===== src/rtl/exec_sequencer.sv =====
// exec_sequencer
//   Multi-cycle execution sequencer for the Reaper core. It sits between the
//   control decoder and the PC / register-file / memory write enables. It
//   stalls the PC and suppresses commits while DIV/MOD occupy the
//   fixed-latency divider, while IN waits for input data, while OUT waits for
//   the display, and while the core is halted. It also keeps retired-
//   instruction and stall-cycle counters for debug.
//
// Ports
//   Clock_i        rising-edge system clock
//   Reset_n_i      asynchronous active-low reset
//   Halt_i         decoded HALT of the current instruction
//   IO_Enable_i    decoded IN/OUT
//   IO_Selection_i 0 = IN, 1 = OUT
//   ALU_Op_i       decoded ALU operation (3 = DIV, 4 = MOD)
//   In_Valid_i     external input data present
//   Out_Ready_i    output device accepts data
//   Resume_i       debounced level; a rising edge leaves HALTED
//   PC_Enable_o    advance PC this cycle (combinational)
//   Commit_o       gate for Reg/Mem/Stack writes this cycle (combinational)
//   In_Ack_o       input consumed (combinational)
//   Out_Valid_o    output data valid (registered)
//   Halted_o       core halted (registered)
//   Busy_o         state != RUN (registered)
//   State_o        debug state: RUN=0 DIV_WAIT=1 IN_WAIT=2 OUT_WAIT=3 HALTED=4
//   Instr_Count_o  retired instructions (wraps)
//   Stall_Count_o  stall cycles outside HALTED (wraps)
module exec_sequencer #(
   parameter int DIV_CYCLES = 8,
   parameter int CNT_WIDTH  = 32
) (
   input  logic                 Clock_i,
   input  logic                 Reset_n_i,
   input  logic                 Halt_i,
   input  logic                 IO_Enable_i,
   input  logic                 IO_Selection_i,
   input  logic [4:0]           ALU_Op_i,
   input  logic                 In_Valid_i,
   input  logic                 Out_Ready_i,
   input  logic                 Resume_i,
   output logic                 PC_Enable_o,
   output logic                 Commit_o,
   output logic                 In_Ack_o,
   output logic                 Out_Valid_o,
   output logic                 Halted_o,
   output logic                 Busy_o,
   output logic [2:0]           State_o,
   output logic [CNT_WIDTH-1:0] Instr_Count_o,
   output logic [CNT_WIDTH-1:0] Stall_Count_o
);

   typedef enum logic [2:0] {
      S_RUN      = 3'd0,
      S_DIV_WAIT = 3'd1,
      S_IN_WAIT  = 3'd2,
      S_OUT_WAIT = 3'd3,
      S_HALTED   = 3'd4
   } state_e;

   localparam int             DCW      = (DIV_CYCLES > 1) ? $clog2(DIV_CYCLES) : 1;
   localparam bit             DIV_EN   = (DIV_CYCLES > 0);
   localparam logic [DCW-1:0] DIV_LOAD = (DIV_CYCLES > 0) ? DCW'(DIV_CYCLES - 1) : '0;

   state_e                 state_q, state_d;
   logic [DCW-1:0]         div_cnt_q, div_cnt_d;
   logic                   out_valid_q, halted_q, busy_q;
   logic                   resume_q;
   logic [CNT_WIDTH-1:0]   instr_cnt_q, stall_cnt_q;
   logic                   pc_en_d, commit_d, in_ack_d;

   always_comb begin
      state_d   = state_q;
      div_cnt_d = div_cnt_q;
      pc_en_d   = 1'b0;
      commit_d  = 1'b0;
      in_ack_d  = 1'b0;
      case (state_q)
         S_RUN: begin
            if (Halt_i) begin
               state_d = S_HALTED;
            end else if (IO_Enable_i) begin
               state_d = IO_Selection_i ? S_OUT_WAIT : S_IN_WAIT;
            end else if (DIV_EN && (ALU_Op_i == 5'd3 || ALU_Op_i == 5'd4)) begin
               // RUN cycle counts as the first divider cycle, hence DIV_CYCLES-1
               state_d   = S_DIV_WAIT;
               div_cnt_d = DIV_LOAD;
            end else begin
               pc_en_d  = 1'b1;
               commit_d = 1'b1;
            end
         end
         S_DIV_WAIT: begin
            if (div_cnt_q != '0) begin
               div_cnt_d = div_cnt_q - DCW'(1);
            end else begin
               pc_en_d  = 1'b1;
               commit_d = 1'b1;
               state_d  = S_RUN;
            end
         end
         S_IN_WAIT: begin
            if (In_Valid_i) begin
               in_ack_d = 1'b1;
               pc_en_d  = 1'b1;
               commit_d = 1'b1;
               state_d  = S_RUN;
            end
         end
         S_OUT_WAIT: begin
            if (Out_Ready_i) begin
               pc_en_d  = 1'b1;
               commit_d = 1'b1;
               state_d  = S_RUN;
            end
         end
         S_HALTED: begin
            // Step past the HALT without committing anything
            if (Resume_i && !resume_q) begin
               pc_en_d = 1'b1;
               state_d = S_RUN;
            end
         end
         default: state_d = S_RUN;
      endcase
   end

   // While reset is asserted nothing may advance or commit, so an aborted
   // wait never produces a spurious write.
   assign PC_Enable_o   = pc_en_d & Reset_n_i;
   assign Commit_o      = commit_d & pc_en_d & Reset_n_i;
   assign In_Ack_o      = in_ack_d & Reset_n_i;
   assign Out_Valid_o   = out_valid_q;
   assign Halted_o      = halted_q;
   assign Busy_o        = busy_q;
   assign State_o       = state_q;
   assign Instr_Count_o = instr_cnt_q;
   assign Stall_Count_o = stall_cnt_q;

   always_ff @(posedge Clock_i or negedge Reset_n_i) begin
      if (!Reset_n_i) begin
         state_q     <= S_RUN;
         div_cnt_q   <= '0;
         out_valid_q <= 1'b0;
         halted_q    <= 1'b0;
         busy_q      <= 1'b0;
         resume_q    <= 1'b1;   // Resume held through reset is not an edge
         instr_cnt_q <= '0;
         stall_cnt_q <= '0;
      end else begin
         state_q     <= state_d;
         div_cnt_q   <= div_cnt_d;
         // Flag outputs registered from the next state so they track State_o
         out_valid_q <= (state_d == S_OUT_WAIT);
         halted_q    <= (state_d == S_HALTED);
         busy_q      <= (state_d != S_RUN);
         resume_q    <= Resume_i;
         if (pc_en_d) begin
            instr_cnt_q <= instr_cnt_q + CNT_WIDTH'(1);
         end else if (state_q != S_HALTED) begin
            stall_cnt_q <= stall_cnt_q + CNT_WIDTH'(1);
         end
      end
   end

endmodule


===== config.mk =====
export PLATFORM = sky130hd
export DESIGN_NAME = exec_sequencer
export DESIGN_NICKNAME = d
export VERILOG_FILES = /design/src/rtl/exec_sequencer.sv
export SDC_FILE = /design/constraint.sdc
export NUM_CORES = 1
export LEC_CHECK = 0
export CAP_MARGIN = 0
export CORE_MARGIN = 2
export CORE_UTILIZATION = 35
export DETAILED_ROUTE_END_ITERATION = 8
export SLEW_MARGIN = 20
export SYNTH_ARGS = -nofsm -noshare
export SYNTH_HDL_FRONTEND = slang
export SYNTH_SLANG_ARGS = --single-unit

===== constraint.sdc =====
create_clock -name Clock_i -period 2.65 [get_ports Clock_i]
set_input_delay 0.265 -clock Clock_i [delete_from_list [all_inputs] [get_ports Clock_i]]
set_output_delay 0.265 -clock Clock_i [all_outputs]
set_load 0.01 [all_outputs]

; ---- Yosys cells after proc, flatten, opt, wreduce, memory -nomap -nowiden
; Cells that the tools add are included.
; Widths: inputs -> output; s select.
[op_classes]
n_addsub = 3
n_eq_ne = 13
muxes = 24
n_bitwise = 5
reduce_logical = 9
[op_table]
columns = operator, n
row1 = $add 32x1->32 const B, 2
row2 = $mux 3, 11
row3 = $pmux 3 s5, 1
row4 = $eq 3x2->1 const B, 3
row5 = $mux 1, 9
row6 = $ne 2x2->1 const B, 4
row7 = $eq 3x3->1 const B, 2
row8 = $pmux 3 s2, 1
row9 = $reduce_bool 3->1, 2
row10 = $eq 5x2->1 const B, 1
row11 = $eq 5x3->1 const B, 1
row12 = $pmux 1 s5, 1
row13 = $reduce_and 5->1, 1
row14 = $and 1x1->1, 4
row15 = $pmux 1 s4, 1
row16 = $eq 3x1->1 const B, 1
row17 = $logic_not 3->1, 1
row18 = $ne 3x3->1 const B, 1
row19 = $sub 3x1->3 const B, 1
row20 = $reduce_and 2->1, 1
row21 = $reduce_bool 2->1, 1
row22 = $logic_and 1x1->1, 1
row23 = $logic_not 1->1, 1
row24 = $logic_or 1x1->1, 1
row25 = $not 1->1, 1
[totals]
reg_bits = 74
in_bits = 13
out_inout_bits = 73
elab_cells = 62

; ---- Depth between registers and ports, before layout
; Gate-level depths: netlist of the first run.
[depth]
word_depth = 8
ltp_mapped = 8
ltp_nobuf = 7

; ---- Least setup slack after synthesis of the first run
; OpenSTA, ideal clock, no wires.
[synth_path]
path_kind = register -> output
start = register state_q[2] (netlist: State_o[2])
end = output PC_Enable_o
arrival_time_ns = 1.876
required_ns = 2.385
slack_ns = 0.509
stages_incl_launch_ff = 7
path_buffers = 2
path_cell_list = dfrtp_1 clkbuf_1 nor4_2 nand2_1 o211ai_2 buf_2 and2_1
[synth_between]
elab_chain_cells = 3
elab_cells_between_ends = 7
classes_between = eq/ne (4) / mux (1) / bitwise (1) / reduce/logical (1)
[synth_lines]
columns = item, line_no
row1 = "start, declared", 64  ; state_e state_q, state_d;
row2 = "start signal, assigned", 150  ; state_q <= state_d;
row3 = "$eq 3x3->1, or another cell as far along", 77  ; case (state_q)
row4 = $pmux 1 s5 (*), 77
row5 = $and 1x1->1 (*), 129  ; assign PC_Enable_o = pc_en_d & Reset_n_i;
row6 = "end, declared", 41  ; output logic PC_Enable_o,
; Mark *: on every way between the ends. The rest lies on a longest branch, timed or not.

; ---- Worst setup path in the final report of the first run
[layout_path]
start = register state_q[1] (netlist: State_o[1])
end = output Commit_o
[layout_between]
elab_chain_cells = 4
elab_cells_between_ends = 9
classes_between = eq/ne (4) / mux (2) / bitwise (2) / reduce/logical (1)
[layout_lines]
columns = item, line_no
row1 = "$eq 3x3->1, or another cell as far along", 77
row2 = $pmux 1 s5 or $pmux 1 s4 (tied branches), 77
row3 = $and 1x1->1 (*) (2 in a row), 130  ; assign Commit_o = commit_d & pc_en_d & Reset_n_i;
row4 = "end, declared", 42  ; output logic Commit_o,
; Marked as above.

==> results of run 1 <==
==> where the power goes <==
part | total [µW] | internal [µW] | switching [µW]
clock | 871 | 458 | 413
combinational | 1140 | 595 | 543
sequential | 1600 | 1320 | 282
==> routing by layer <==
metal,vias to the layer above,share of wire
li1,1394,-
met1,1395,0.48
met2,90,0.45
met3,8,0.063
met4,0,0.011
met5,-,0
==> final timing paths <==
path / start / end / slack [ps] / cells after the start
max: State_o[1] / Commit_o / 140 / 5
min: Resume_i / resume_q / 350 / 1
max reg2reg: State_o[2] / Stall_Count_o[26] / 370 / 5
min reg2reg: Instr_Count_o[31] / Instr_Count_o[31] / 470 / 1
max in group asynchronous: Reset_n_i / Instr_Count_o[30] / 1600 / 3
min in group asynchronous: Reset_n_i / Out_Valid_o / 370 / 2
==> per-stage QoR <==
step / cell area [µm²] / hold slack, ps / utilization
after floorplan: 3610 / -30.6 / -
after global placement: 4650 / 204 / 0.457
after detailed placement: 4650 / 207 / 0.457
after CTS: 4870 / 340 / 0.478
after global routing: 4900 / 335 / 0.481
final: 4900 / 352 / 0.481
==> layout make-up <==
type,count,area (µm²)
Timing Repair Buffer,97,943
Tap cell,136,170
Multi-Input combinational cell,246,1690
Fill cell,982,5290
Sequential cell,74,1860
Inverter,11,41.3
Clock buffer,11,141
Clock inverter,4,51.3
==> cell usage after synthesis (2+ instances only) <==
library cell | number | area [µm²]
a2111oi_0 | 2 | 17.5
a21oi_1 | 3 | 15.0
a2bb2oi_1 | 3 | 26.3
and3_1 | 2 | 12.5
and3b_1 | 2 | 17.5
and4_1 | 3 | 26.3
buf_2 | 6 | 30.0
clkbuf_1 | 4 | 15.0
dfrtp_1 | 73 | 1830
ha_1 | 4 | 50.1
inv_1 | 11 | 41.3
nand2_1 | 29 | 109
nand2b_1 | 2 | 12.5
nand3_1 | 25 | 125
nand3b_1 | 3 | 22.5
nand4_1 | 16 | 100
nor2_1 | 21 | 78.8
nor2b_1 | 4 | 25.0
nor3_1 | 19 | 95.1
nor3_2 | 2 | 20.0
nor3b_1 | 3 | 22.5
nor4_1 | 11 | 68.8
nor4_2 | 4 | 50.1
o211ai_1 | 2 | 15.0
o21ai_0 | 3 | 15.0
or3_1 | 4 | 25.0
or4_1 | 2 | 15.0
xnor2_1 | 24 | 210
xor2_1 | 38 | 333
==> worst max-delay path: stages (launching register included) <==
cell and delay, ps:
dfrtp_2 520, nor4_4 320, nand2_1 150, o21ai_1 170
and3b_1 200, clkdlybuf4s50_1 550
==> registers in the layout, summed over array words and instances, names as in the netlist <==
signal         cells
Instr_Count_o     32
Stall_Count_o     32
State_o            3
div_cnt_q          3
Busy_o             1
Halted_o           1
Out_Valid_o        1
resume_q           1
==> what timing repair did <==
action / in CTS / in global routing
endpoints found under the hold margin: 23 / 0
resized for setup: 3 / 7
hold buffers: 1 / 0
setup endpoints to repair: 2 / 2
pin swaps: 0 / 0
==> cells by family (layout without fill, tap and decap cells) <==
kind of cell	after synthesis	in the layout	share of synthesized area
buffers and inverters	22	123	0.0270
XOR/XNOR	62	62	0.150
adder cells (fa/ha/maj)	4	4	0.0139
AND/OR/NAND/NOR	160	160	0.253
AO/OA/AOI/OAI	18	18	0.0367
flip-flops	74	74	0.513
multiplexers	2	2	0.00589
==> results.md, run 1 <==
* GR Overflow Total at 0
* Top FF cell, synth: dfrtp_1
* Most common cell after layout, fill and taps aside: clkdlybuf4s50_1
* Leak at 0.00203 µW
* Synth Register Bits at 74
* Post-route setup slack at 139 ps
* Vias in the first global route at 2874
* Row count at 37
* Most frequent cells in the layout: clkdlybuf4s50_1 (83), dfrtp_1 (70), xor2_1 (38), nand2_1 (29), nand3_1 (25)
* Area added between synthesis and finish at 35.6%
* Period minus WS final at 2510 ps
* Syn Inst Count at 342
* Layout Cells excl Fill at 579
* Final RePlAce weighted congestion at 0.801
* CP Max Fanout at 11
* Slew HR at 0.520
* Distinct cells, synth at 46
* CTS tree: done
* Via count at 2887
* Post-CTS setup buffer count at 0
* Seq/Total Area, Yosys at 0.513
* Clk Latency, worst-skew pair at 340 ps
* Nets at 456
* Post-synth EDFFs at 0
* Worst vdd ir at 0.373 mV
* Die width at 106 µm
* Buffers added on ports at 85
* Worst min-delay path category: primary input to flip-flop
* Critical Setup Path Class: flip-flop to output port
* First drt pass iteration count at 4
* First-pass GRT wire length at 14.4 mm
* Core ar. at 10200 µm²
* Busiest metal layer after global routing: met2
* Setup violators final at 0
* Largest net degree at the start of global routing at 37
* Pre-CTS WS at 175 ps
* Power density cells at 737 nW/µm²
* Htree depth at 3
* Worst Tran Pin Value at 720 ps
* Antenna Cells at 0
* Die H at 106 µm
* Root Driver: clkbuf_8
* DRC Markers at 0
* GR Layer Usage met1 at 0.224
* Worst Skew at 7.80 ps
* Clk slew on worst S/H paths at 80 ps
* Dpl hpwl at 6.00 mm
* CTS buffer count at 9
* Mapped Avg Cell Area at 10.6 µm²
* Fin. Hold Viols at 0
* WL/cell at 14.6 µm
* Antenna violations before repair at 0
* Fmax at 398 MHz
* CP Capture Type: output port
* Die Area at 11100 µm²
* DRT antenna net count at 0
* MaxCap Viol Count at 0
* M3 GR Usage at 0.0513
* Mapped cell area at 3610 µm²
* Fin. max-slew vios at 0
* Ys Warns at 0
* Clk buf depth at 2
* Syn_nets at 359
* Post-Place Cells at 563
* Via density at 4.99
* Setup_tns at 0 ps
* M2 GR Usage at 0.244
* # IOs at 86
* Tcrit/Tclk final at 0.948
* Total routed wirelength at 8.45 mm
* Unrepaired setup endpoints after global routing: no
* # clock sinks at 74
* Initial core utilization at 0.354
* Share of cells above drive strength 1 at 0.0993
* Outcome: finished, final reports clean
* Critical Path AT at 2250 ps
* Iter 0 DRT Violations at 74
* Total GRT Usage at 0.161
* Total power at 3610 µW
* Async set or reset register ratio after synthesis at 1.00
* Worst EP required at 2380 ps
* Crit path launch type: flip-flop
Power figures use the tool's default switching activity.
==> inputs of run 2 (changes only) <==
==> constraint.sdc (replaced) <==
create_clock -name Clock_i -period 2.65 [get_ports Clock_i]
set_input_delay 0.3975 -clock Clock_i [delete_from_list [all_inputs] [get_ports Clock_i]]
set_output_delay 0.3975 -clock Clock_i [all_outputs]
set_load 0.01 [all_outputs]
==> results.md, run 2 (synthesis gave the netlist of run 1 again) <==
* Outcome: finished, final reports clean
* Most common cell after layout, fill and taps aside: clkdlybuf4s50_1
* Slowest stage delay, CP at 530 ps
* M3 GR Usage at 0.0557
* Worst Hold Margin at 400 ps
* Total routed wirelength at 8.67 mm
* First drt pass iteration count at 4
* Total GRT Usage at 0.166
* Cell with the largest stage delay on the worst path: clkdlybuf4s50_1
* CP delay by family, top: buffers and inverters
* Htree depth at 3
* Clk buf depth at 2
* # clock sinks at 74
* Worst R2R Start: State_o[0]
* Worst min-delay path category: primary input to asynchronous set/reset pin
* Via count at 2940
* # fillers at 951
* Slew HR at 0.583
* Worst Skew at 7.74 ps
* M2 GR Usage at 0.255
* Leak at 0.00214 µW
* First-pass GRT wire length at 14.8 mm
* Setup violators final at 0
* Clk slew on worst S/H paths at 80 ps
* Fmax at 411 MHz
* Buffers added on ports at 85
* Unrepaired setup endpoints after global routing: no
* Via density at 4.97
* RR Endpoint: Stall_Count_o[22]
* Final RePlAce weighted congestion at 0.790
* Worst Tran Pin Value at 610 ps
* Period minus WS final at 2430 ps
* Share of cells above drive strength 1 at 0.127
* Die Area at 11100 µm²
* Core ar. at 10200 µm²
* Root Driver: clkbuf_8
* DRC Markers at 0
* Critical Path AT at 2030 ps
* Power density cells at 800 nW/µm²
* Most frequent cells in the layout: clkdlybuf4s50_1 (82), dfrtp_1 (70), xor2_1 (38), nand2_1 (29), nand3_1 (25)
* Die H at 106 µm
* Fin. Hold Viols at 0
* Antenna Cells at 0
* MaxCap Viol Count at 0
* Cell mode on critical path: buf_4
* Die width at 106 µm
* Area added between synthesis and finish at 41.0%
* Nets at 467
* Largest net degree at the start of global routing at 42
* Antenna violations before repair at 0
* Post-route cell area at 5090 µm²
* # IOs at 86
* Reg-to-reg setup timing slack at 380 ps
* Post-route setup slack at 218 ps
* Clk Latency, worst-skew pair at 350 ps
* Pre-CTS WS at -66.2 ps
* Crit path launch type: flip-flop
* CTS buffer count at 9
* Post-Place Cells at 570
* Row count at 37
* GR Layer Usage met1 at 0.227
* GR Overflow Total at 0
* DRT antenna net count at 0
* Worst EP required at 2250 ps
* Dpl hpwl at 5.97 mm
* Layout Cells excl Fill at 591
* WL/cell at 14.7 µm
* Worst vdd ir at 0.510 mV
* CP Max Fanout at 4
* CP Capture Type: output port
* Fin. max-slew vios at 0
* Busiest metal layer after global routing: met2
* Vias in the first global route at 3012
* Tcrit/Tclk final at 0.918
* Initial core utilization at 0.354
* CTS tree: done
* Total power at 4070 µW
* Iter 0 DRT Violations at 109
* Critical path, cell by cell: buf_4 > buf_4 > buf_4 > nor2b_1 > and4b_1 > clkdlybuf4s50_1
* Critical Setup Path Class: flip-flop to output port
* R2r worst-path depth at 6
* WP buf/inv at 4
* DP Area at 4720 µm²
-- run 2: worst max path at each step --
stage                     slack, ps           to   startpoint  cells past startpoint
after floorplan                 380  PC_Enable_o   State_o[2]                      6
after global placement          -20     Commit_o  ALU_Op_i[2]                      6
after detailed placement        -70     Commit_o  ALU_Op_i[2]                      6
after CTS                         4     Commit_o  ALU_Op_i[2]                      6
after global routing             80  PC_Enable_o   State_o[2]                      6
final                           220     In_Ack_o   State_o[1]                      6
-- run 2: stage by stage --
stage,setup TNS (ps),util
floorplan,0,-
global placement,-24.0,0.463
detailed placement,-66.2,0.463
CTS,0,0.497
global route,0,0.500
finish,0,0.500
-- run 2: layer usage --
metal / vias to the layer above / share of wire
met3: 6 / 0.060
met2: 86 / 0.47
met5: - / 0
met1: 1431 / 0.47
li1: 1417 / -
met4: 0 / 0.0092
-- run 2: repair_timing --
action	4_1_cts	5_1_grt
buffers inserted	3	1
pin swaps	0	2
resized for setup	6	6
hold endpoints to repair	3	0
hold buffers	1	0
gates cloned	0	0
setup endpoints to repair	2	1
-- run 2: area by class of cell --
class                      instances  area [µm²]  area share
timing repair buffer             108        1040       0.204
clock inverter                     7         164      0.0322
clock buffer                       9         124      0.0243
sequential                        74        1860       0.365
inverter                          11        41.3     0.00811
tap                              136         170      0.0334
multi-input combinational        246        1700       0.333
-- run 2: power by group --
part / total, µW / internal [µW] / leakage, µW / switching, µW
Combinational: 1240 / 653 / 0.00109 / 591
Clock: 1260 / 818 / 0.000144 / 439
Sequential: 1570 / 1320 / 0.000907 / 253
